### config.mk
export PLATFORM = sky130hd
export DESIGN_NAME = bcd_down_counter
export DESIGN_NICKNAME = d
export VERILOG_FILES = /design/src/rtl/bcd_down_counter.sv
export SDC_FILE = /design/constraint.sdc
export NUM_CORES = 1
export LEC_CHECK = 0
export CAP_MARGIN = 20
export CORE_UTILIZATION = 30
export DETAILED_ROUTE_END_ITERATION = 8
export DONT_BUFFER_PORTS = 1
export PLACE_DENSITY_LB_ADDON = 0.08
export SLEW_MARGIN = 20
export SYNTH_ARGS = -nofsm -noshare
export SYNTH_HDL_FRONTEND = slang
export SYNTH_SLANG_ARGS = --single-unit
### constraint.sdc
create_clock -name CLK -period 1.75 [get_ports CLK]
set_input_delay 0.4375 -clock CLK [delete_from_list [all_inputs] [get_ports CLK]]
set_output_delay 0.4375 -clock CLK [all_outputs]
set_load 0.01 [all_outputs]
### src/rtl/bcd_down_counter.sv
// Six-digit BCD down counter with preset load, optional underflow wrap and a delayed DONE pulse.
// One clock from LOAD/EN to outputs; DONE rises one cycle after the count lands on 000000.
module bcd_down_counter #(
  parameter bit WRAP = 1'b0
) (
  input  logic       CLK,
  input  logic       CLR,
  input  logic       LOAD,
  input  logic       EN,
  input  logic [3:0] LD0,
  input  logic [3:0] LD1,
  input  logic [3:0] LD2,
  input  logic [3:0] LD3,
  input  logic [3:0] LD4,
  input  logic [3:0] LD5,
  output logic [3:0] BCD0,
  output logic [3:0] BCD1,
  output logic [3:0] BCD2,
  output logic [3:0] BCD3,
  output logic [3:0] BCD4,
  output logic [3:0] BCD5,
  output logic       ZERO,
  output logic       DONE,
  output logic       ACTIVE
);

  typedef enum logic [1:0] {IDLE, COUNT, EXPIRED} state_t;

  state_t     state_q, state_d;
  logic [3:0] cnt_q [6];
  logic [3:0] cnt_d [6];
  logic [3:0] ld_raw [6];
  logic [3:0] ld_clamp [6];
  logic [3:0] dec [6];
  logic       borrow;
  logic       ld_zero;
  logic       dec_zero;
  logic       pend_q, pend_d;
  logic       done_q, done_d;

  assign ld_raw[0] = LD0;
  assign ld_raw[1] = LD1;
  assign ld_raw[2] = LD2;
  assign ld_raw[3] = LD3;
  assign ld_raw[4] = LD4;
  assign ld_raw[5] = LD5;

  // Clamp presets and build the full six-digit borrow chain combinationally.
  always_comb begin
    borrow   = 1'b1;
    ld_zero  = 1'b1;
    dec_zero = 1'b1;
    for (int i = 0; i < 6; i++) begin
      ld_clamp[i] = (ld_raw[i] > 4'd9) ? 4'd9 : ld_raw[i];
      if (ld_clamp[i] != 4'd0) ld_zero = 1'b0;
      if (borrow) begin
        if (cnt_q[i] == 4'd0) begin
          dec[i] = 4'd9;
        end else begin
          dec[i] = cnt_q[i] - 4'd1;
          borrow = 1'b0;
        end
      end else begin
        dec[i] = cnt_q[i];
      end
      if (dec[i] != 4'd0) dec_zero = 1'b0;
    end
  end

  always_comb begin
    state_d = state_q;
    cnt_d   = cnt_q;
    pend_d  = 1'b0;
    done_d  = 1'b0;
    if (LOAD) begin
      cnt_d   = ld_clamp;
      state_d = ld_zero ? EXPIRED : COUNT;
    end else begin
      // A wrap out of EXPIRED cancels the pulse that would otherwise confirm zero.
      done_d = pend_q && !(WRAP && EN);
      case (state_q)
        COUNT: begin
          if (EN) begin
            cnt_d = dec;
            if (dec_zero) begin
              state_d = EXPIRED;
              pend_d  = 1'b1;
            end
          end
        end
        EXPIRED: begin
          if (WRAP && EN) begin
            for (int i = 0; i < 6; i++) cnt_d[i] = 4'd9;
            state_d = COUNT;
          end
        end
        default: ;
      endcase
    end
  end

  always_ff @(posedge CLK) begin
    if (CLR) begin
      state_q <= IDLE;
      pend_q  <= 1'b0;
      done_q  <= 1'b0;
      for (int i = 0; i < 6; i++) cnt_q[i] <= 4'd0;
    end else begin
      state_q <= state_d;
      pend_q  <= pend_d;
      done_q  <= done_d;
      for (int i = 0; i < 6; i++) cnt_q[i] <= cnt_d[i];
    end
  end

  assign BCD0   = cnt_q[0];
  assign BCD1   = cnt_q[1];
  assign BCD2   = cnt_q[2];
  assign BCD3   = cnt_q[3];
  assign BCD4   = cnt_q[4];
  assign BCD5   = cnt_q[5];
  assign DONE   = done_q;
  assign ACTIVE = (state_q == COUNT);
  assign ZERO   = (cnt_q[0] == 4'd0) && (cnt_q[1] == 4'd0) && (cnt_q[2] == 4'd0) &&
                  (cnt_q[3] == 4'd0) && (cnt_q[4] == 4'd0) && (cnt_q[5] == 4'd0);

endmodule

==> results of run 1 <==
==> logic make-up (layout without fill, tap and decap cells) <==
| family | after synthesis | in the layout |
|---|---|---|
| buf+inv | 15 | 66 |
| simple gates | 111 | 111 |
| mux | 7 | 7 |
| xor+xnor | 8 | 8 |
| flops | 28 | 28 |
| compound gates | 49 | 49 |
==> worst min path at each step <==
stage                                  from              endpoint  slack (ns)
after floorplan           pend_q$_SDFF_PP0_       DONE$_SDFF_PP0_        0.41
after global placement    pend_q$_SDFF_PP0_       DONE$_SDFF_PP0_        0.46
after detailed placement  pend_q$_SDFF_PP0_       DONE$_SDFF_PP0_        0.42
after CTS                               CLR  BCD2[1]$_SDFFE_PP0P_        0.20
after global routing                    CLR  BCD2[1]$_SDFFE_PP0P_        0.19
final                                   CLR  BCD0[2]$_SDFFE_PP0P_        0.21
==> placed cells by master, fill, tap and decap left out, types with 7 or more instances in the layout <==
master / count
buf_6: 7
inv_1: 7
nand2_1: 9
o21ai_0: 9
nor2_1: 31
a21oi_1: 9
a211oi_1: 7
buf_4: 46
nor3_1: 9
nor3_4: 7
dfxtp_1: 21
==> final cells by class <==
type | count | area [um2] | area share
clock buffers | 4 | 45.0 | 0.0177
inverters | 8 | 30.0 | 0.0118
flip-flops and latches | 28 | 574 | 0.226
multi-input cells | 175 | 1360 | 0.534
repair buffers | 54 | 444 | 0.175
well taps | 72 | 90.1 | 0.0354
==> state kept, by name, indices dropped and copies added (netlist names) <==
| register | cells |
|---|---|
| BCD4 | 4 |
| DONE | 1 |
| pend_q | 1 |
| BCD3 | 4 |
| state_q | 2 |
| BCD2 | 4 |
| BCD5 | 4 |
| BCD0 | 4 |
| BCD1 | 4 |
==> layer usage <==
metal  part of all wire  up-vias  global-route usage
met1               0.42      848               0.245
li1                   -      914                   -
met3              0.068        6              0.0477
met5                  0        -                   0
met2               0.50       56               0.319
met4              0.011        0              0.0500
==> power groups by stage <==
stage,logic (uW),registers (uW),clock network [uW]
after floorplan,222,760,0
after global placement,411,731,0
after global routing,579,733,425
after CTS,459,725,392
after detailed placement,411,735,0
final,537,727,385
==> stage by stage <==
step | instances | setup TNS, ns
after floorplan | 218 | -0.0464
after global placement | 326 | -0.179
after detailed placement | 326 | -0.238
after CTS | 335 | -0.474
after global routing | 341 | -1.48
final | 341 | -0.498
==> timing repair <==
| item | in CTS | in global routing |
|---|---|---|
| gates resized for setup | 19 | 35 |
| endpoints found under the setup margin | 10 | 19 |
| buffers inserted | 5 | 6 |
| pin swaps | 5 | 12 |
| gates cloned | 0 | 0 |
==> flow_metrics.tcl, run 1 <==
set metrics [dict create \
    r2r-start "BCD3[1]$_SDFFE_PP0P_" \
    drv_cap 0 \
    swShare 0.333 \
    die-area_mm2 0.00611 \
    synthTopCellsByArea "dfxtp_1 32%, nor2_1 7.1%, nor3_1 4.6%" \
    via_per_inst 5.35 \
    tritoncts "built" \
    h-tree-depth 1 \
    route.detailed.drc 0 \
    clock-sinks 28 \
    p_seq_frac 0.441 \
    num_rows 27 \
    syn_to_final_growth_pct 46.2 \
    crit_fanout 4 \
    rsz0062_at_grt "true" \
    worstPathArrival_ns 1.47 \
    setup_ws_ns -0.158 \
    initialDrtViolationCount 105 \
    critical_path.startpoint_type "register" \
    place_congestion 0.822 \
    period_needed_ns 1.91 \
    reg2reg_setup_slack_ns -0.13 \
    synthSimpleGateAreaFrac 0.372 \
    firstDrtPassIters 4 \
    p_int_uw 1100 \
    synth_xor_xnor_area_share 0.0403 \
    core_area_mm2 0.00554 \
    vias 1824 \
    synthAdderAreaFrac 0 \
    portBuffers 0 \
    worst-endpoint-required_ns 1.31 \
    path_buf_inv 2 \
    synth.area.mux_share 0.0410 \
    power_density_mw_per_mm2 648 \
    synth.most_common_cell "nor2_1" \
    post_dp_cell_area_mm2 0.00214 \
    syn_nets 246 \
    r2r-end "state_q[0]$_SDFFE_PP0P_" \
    start_util 0.314 \
    fp.dieH_um 78.1 \
    synth_compound_area_frac 0.192 \
    critical_path_depth 5 \
    worstHoldPathCells 1 \
    overflow 0 \
    synthTopCellsByCount "33 x nor2_1, 28 x dfxtp_1, 16 x nor3_1" \
    synth_edf_count 0 \
    grt_usage 0.191 \
    hold_path.class "in -> reg" \
    final_cell_area_mm2 0.00254 \
    avgSynthCellArea_um2 7.98 \
    syn_area_mm2 0.00174 \
    final_core_util 0.459 \
    finalCritPeriodShare 1.09 \
    first_global_vias 1793 \
    drv_slew 0 \
    drtAntennaViolNets 0 \
    p_sw_uw 548 \
    p_clk_frac 0.234 \
    hold_viol 0 \
    cpPeakStageDelay_ns 0.38 \
    nets 298 \
    clock_latency_ns 0.28 \
    setup-violations-final 6 \
    path_cells "nor4_4 > buf_4 > buf_6 > nand2_4 > nor3_4" \
    grt_max_degree 24 \
    cp_slowest_cell "dfxtp_4" \
    cp-startpoint "BCD3[1]$_SDFFE_PP0P_" \
    netlist_instances 218 \
    ioPinCount 55 \
    wl_per_cell_um 17.7 \
    worst_slew_pin_slew_ns 0.425 \
    fin_skew_ns 0.00507 \
    p_leak_uw 0.000932 \
    cts-root-buf "clkbuf_8" \
    p_comb_frac 0.325 \
    crit_path_end_kind "output pin" \
    postCtsHoldBufs 0 \
    n_fill_cell 554 \
    drive_above_1_share 0.383 \
    p_total_uw 1650 \
    violations "setup timing" \
    antenna_found_initial 0 \
    relSlewSlack 0.714 \
    ys_ff_latch 28 \
    clk_pin_slew_worst_paths_ns 0.11 \
    synth_top_family_by_area "simple AND/OR/NAND/NOR gates" \
    die_x_um 78.1 \
    drt_wl_total_mm 6.02 \
    synth_flop_cell "dfxtp_1" \
    yosysWarnings 0 \
    n_antenna_cell 0 \
    crit_family "simple AND/OR/NAND/NOR gates" \
    max-vdd-ir-drop_v 0.000299 \
    status "complete, but fails checks" \
    numCtsBuffers 3 \
    async_flop_share 0 \
    synth_top_area_frac 0.322 \
    cts_buffer_depth 2 \
    ys_seq_area_frac 0.322 \
    place_hpwl_mm 4.40 \
    ys_types 47 \
    critPathKind "reg -> out" \
    hold_slack_ns 0.205 \
    max_freq_ghz 0.524 \
    yosysTopAreaCell "dfxtp_1" \
    reg2reg_depth 5 \
    pre_cts_ws_ns -0.121 \
    crit_end "ZERO" \
    grt_pass1_wl_mm 9.22 \
]
No activity file was read; power rests on OpenSTA's default activity.
==> inputs of run 2 (changes only) <==
Settings changed: SETUP_SLACK_MARGIN set to 0.02.
==> run 2 against run 1 <==
The run still ends with setup timing left. Clock skew shrank 0.0033 ns. Combinational power is essentially flat. Register-to-register slack hardly changed. Highest routed layer unchanged.
==> flow_metrics.tcl, run 2 (synthesis results as in run 1) <==
set metrics [dict create \
    p_seq_frac 0.438 \
    via_per_inst 5.39 \
    cts_buffer_depth 2 \
    p_comb_frac 0.325 \
    hold_viol 0 \
    p_sw_uw 560 \
    route.detailed.drc 0 \
    grt_max_degree 24 \
    fin_skew_ns 0.00174 \
    critPathKind "reg -> out" \
    period_needed_ns 1.91 \
    overflow 0 \
    n_antenna_cell 0 \
    max_freq_ghz 0.523 \
    tritoncts "built" \
    final_common_cell "buf_4" \
    pre_cts_ws_ns -0.121 \
    nets 297 \
    place_hpwl_mm 4.40 \
    swShare 0.337 \
    final_cell_area_mm2 0.00255 \
    p_leak_uw 0.000936 \
    postCtsHoldBufs 0 \
    place_congestion 0.822 \
    status "complete, but fails checks" \
    start_util 0.314 \
    core_area_mm2 0.00554 \
    firstDrtPassIters 4 \
    numCtsBuffers 3 \
    critical_path.startpoint_type "register" \
    portBuffers 0 \
    clock-sinks 28 \
    relSlewSlack 0.714 \
    die_x_um 78.1 \
    ioPinCount 55 \
    setup_ws_ns -0.163 \
    die-area_mm2 0.00611 \
    grt_pass1_wl_mm 9.23 \
    clk_pin_slew_worst_paths_ns 0.11 \
    drive_above_1_share 0.384 \
    n_fill_cell 554 \
    clock_latency_ns 0.28 \
    wl_per_cell_um 17.7 \
    h-tree-depth 1 \
    initialDrtViolationCount 102 \
    worst-endpoint-required_ns 1.31 \
    final_cell_mix "45 x buf_4, 31 x nor2_1, 20 x dfxtp_1" \
    finalCritPeriodShare 1.09 \
    p_int_uw 1100 \
    crit_fanout 4 \
    drt_wl_total_mm 6.03 \
    p_total_uw 1660 \
    setup-violations-final 6 \
    drtAntennaViolNets 0 \
    violations "setup timing" \
    vias 1834 \
    power_density_mw_per_mm2 651 \
    multi_input_area_mm2 0.00137 \
    first_global_vias 1793 \
    reg2reg_depth 6 \
    hold_path.class "in -> reg" \
    grt_usage 0.191 \
    cts-root-buf "clkbuf_8" \
    syn_to_final_growth_pct 46.5 \
    drv_cap 0 \
    worstPathArrival_ns 1.48 \
    antenna_found_initial 0 \
    drv_slew 0 \
    max-vdd-ir-drop_v 0.000295 \
    post_dp_cell_area_mm2 0.00214 \
    reg2reg_setup_slack_ns -0.14 \
    num_rows 27 \
    p_clk_frac 0.237 \
    fp.dieH_um 78.1 \
    rsz0062_at_grt "true" \
    worst_slew_pin_slew_ns 0.425 \
    worstHoldPathCells 1 \
    seq_area_um2 576 \
    crit_path_end_kind "output pin" \
]
==> run 2: path summary, 6_finish.rpt <==
path	from	end
max reg2reg	BCD3[1]$_SDFFE_PP0P_	state_q[1]$_SDFFE_PP0P_
min reg2reg	pend_q$_SDFF_PP0_	DONE$_SDFF_PP0_
min	CLR	BCD0[2]$_SDFFE_PP0P_
max	BCD3[1]$_SDFFE_PP0P_	ZERO
==> run 2: repair_timing <==
item / CTS / global route
pin swaps: 5 / 10
cloned: 0 / 0
endpoints found under the setup margin: 12 / 20
buffers inserted: 5 / 5
gates resized for setup: 21 / 36
==> run 2: area by class of cell <==
cell class | instances | area share
sequential | 28 | 0.226
timing repair buffer | 53 | 0.171
inverter | 8 | 0.0118
clock buffer | 4 | 0.0177
multi-input combinational | 175 | 0.538
tap | 72 | 0.0353
==> run 2: critical path: stages (launching register included) <==
cell and delay [ns]:
dfxtp_4 0.38, nor4_4 0.29, buf_4 0.16, buf_6 0.09, nand2_4 0.05, nor3_4 0.22
==> run 2: per-stage QoR <==
step	hold WS [ns]	std cells	util	setup TNS (ns)
finish	0.204	340	0.460	-0.514
global route	0.192	340	0.460	-1.47
CTS	0.205	335	0.418	-0.474
detailed placement	0.421	326	0.386	-0.238
global placement	0.462	326	0.386	-0.179
floorplan	0.406	218	-	-0.0464
==> run 2: power groups by stage <==
stage,Combinational (uW),Sequential [uW],Clock [uW]
finish,540,727,393
CTS,460,725,392
detailed placement,411,735,0
global placement,411,731,0
floorplan,222,760,0
global route,581,733,426
==> run 2: layer usage <==
metal | vias up | GRT usage | part of all wire
met5 | - | 0 | 0
met4 | 0 | 0.0500 | 0.0056
met3 | 2 | 0.0477 | 0.057
met2 | 47 | 0.319 | 0.50
met1 | 878 | 0.245 | 0.43
li1 | 907 | - | -
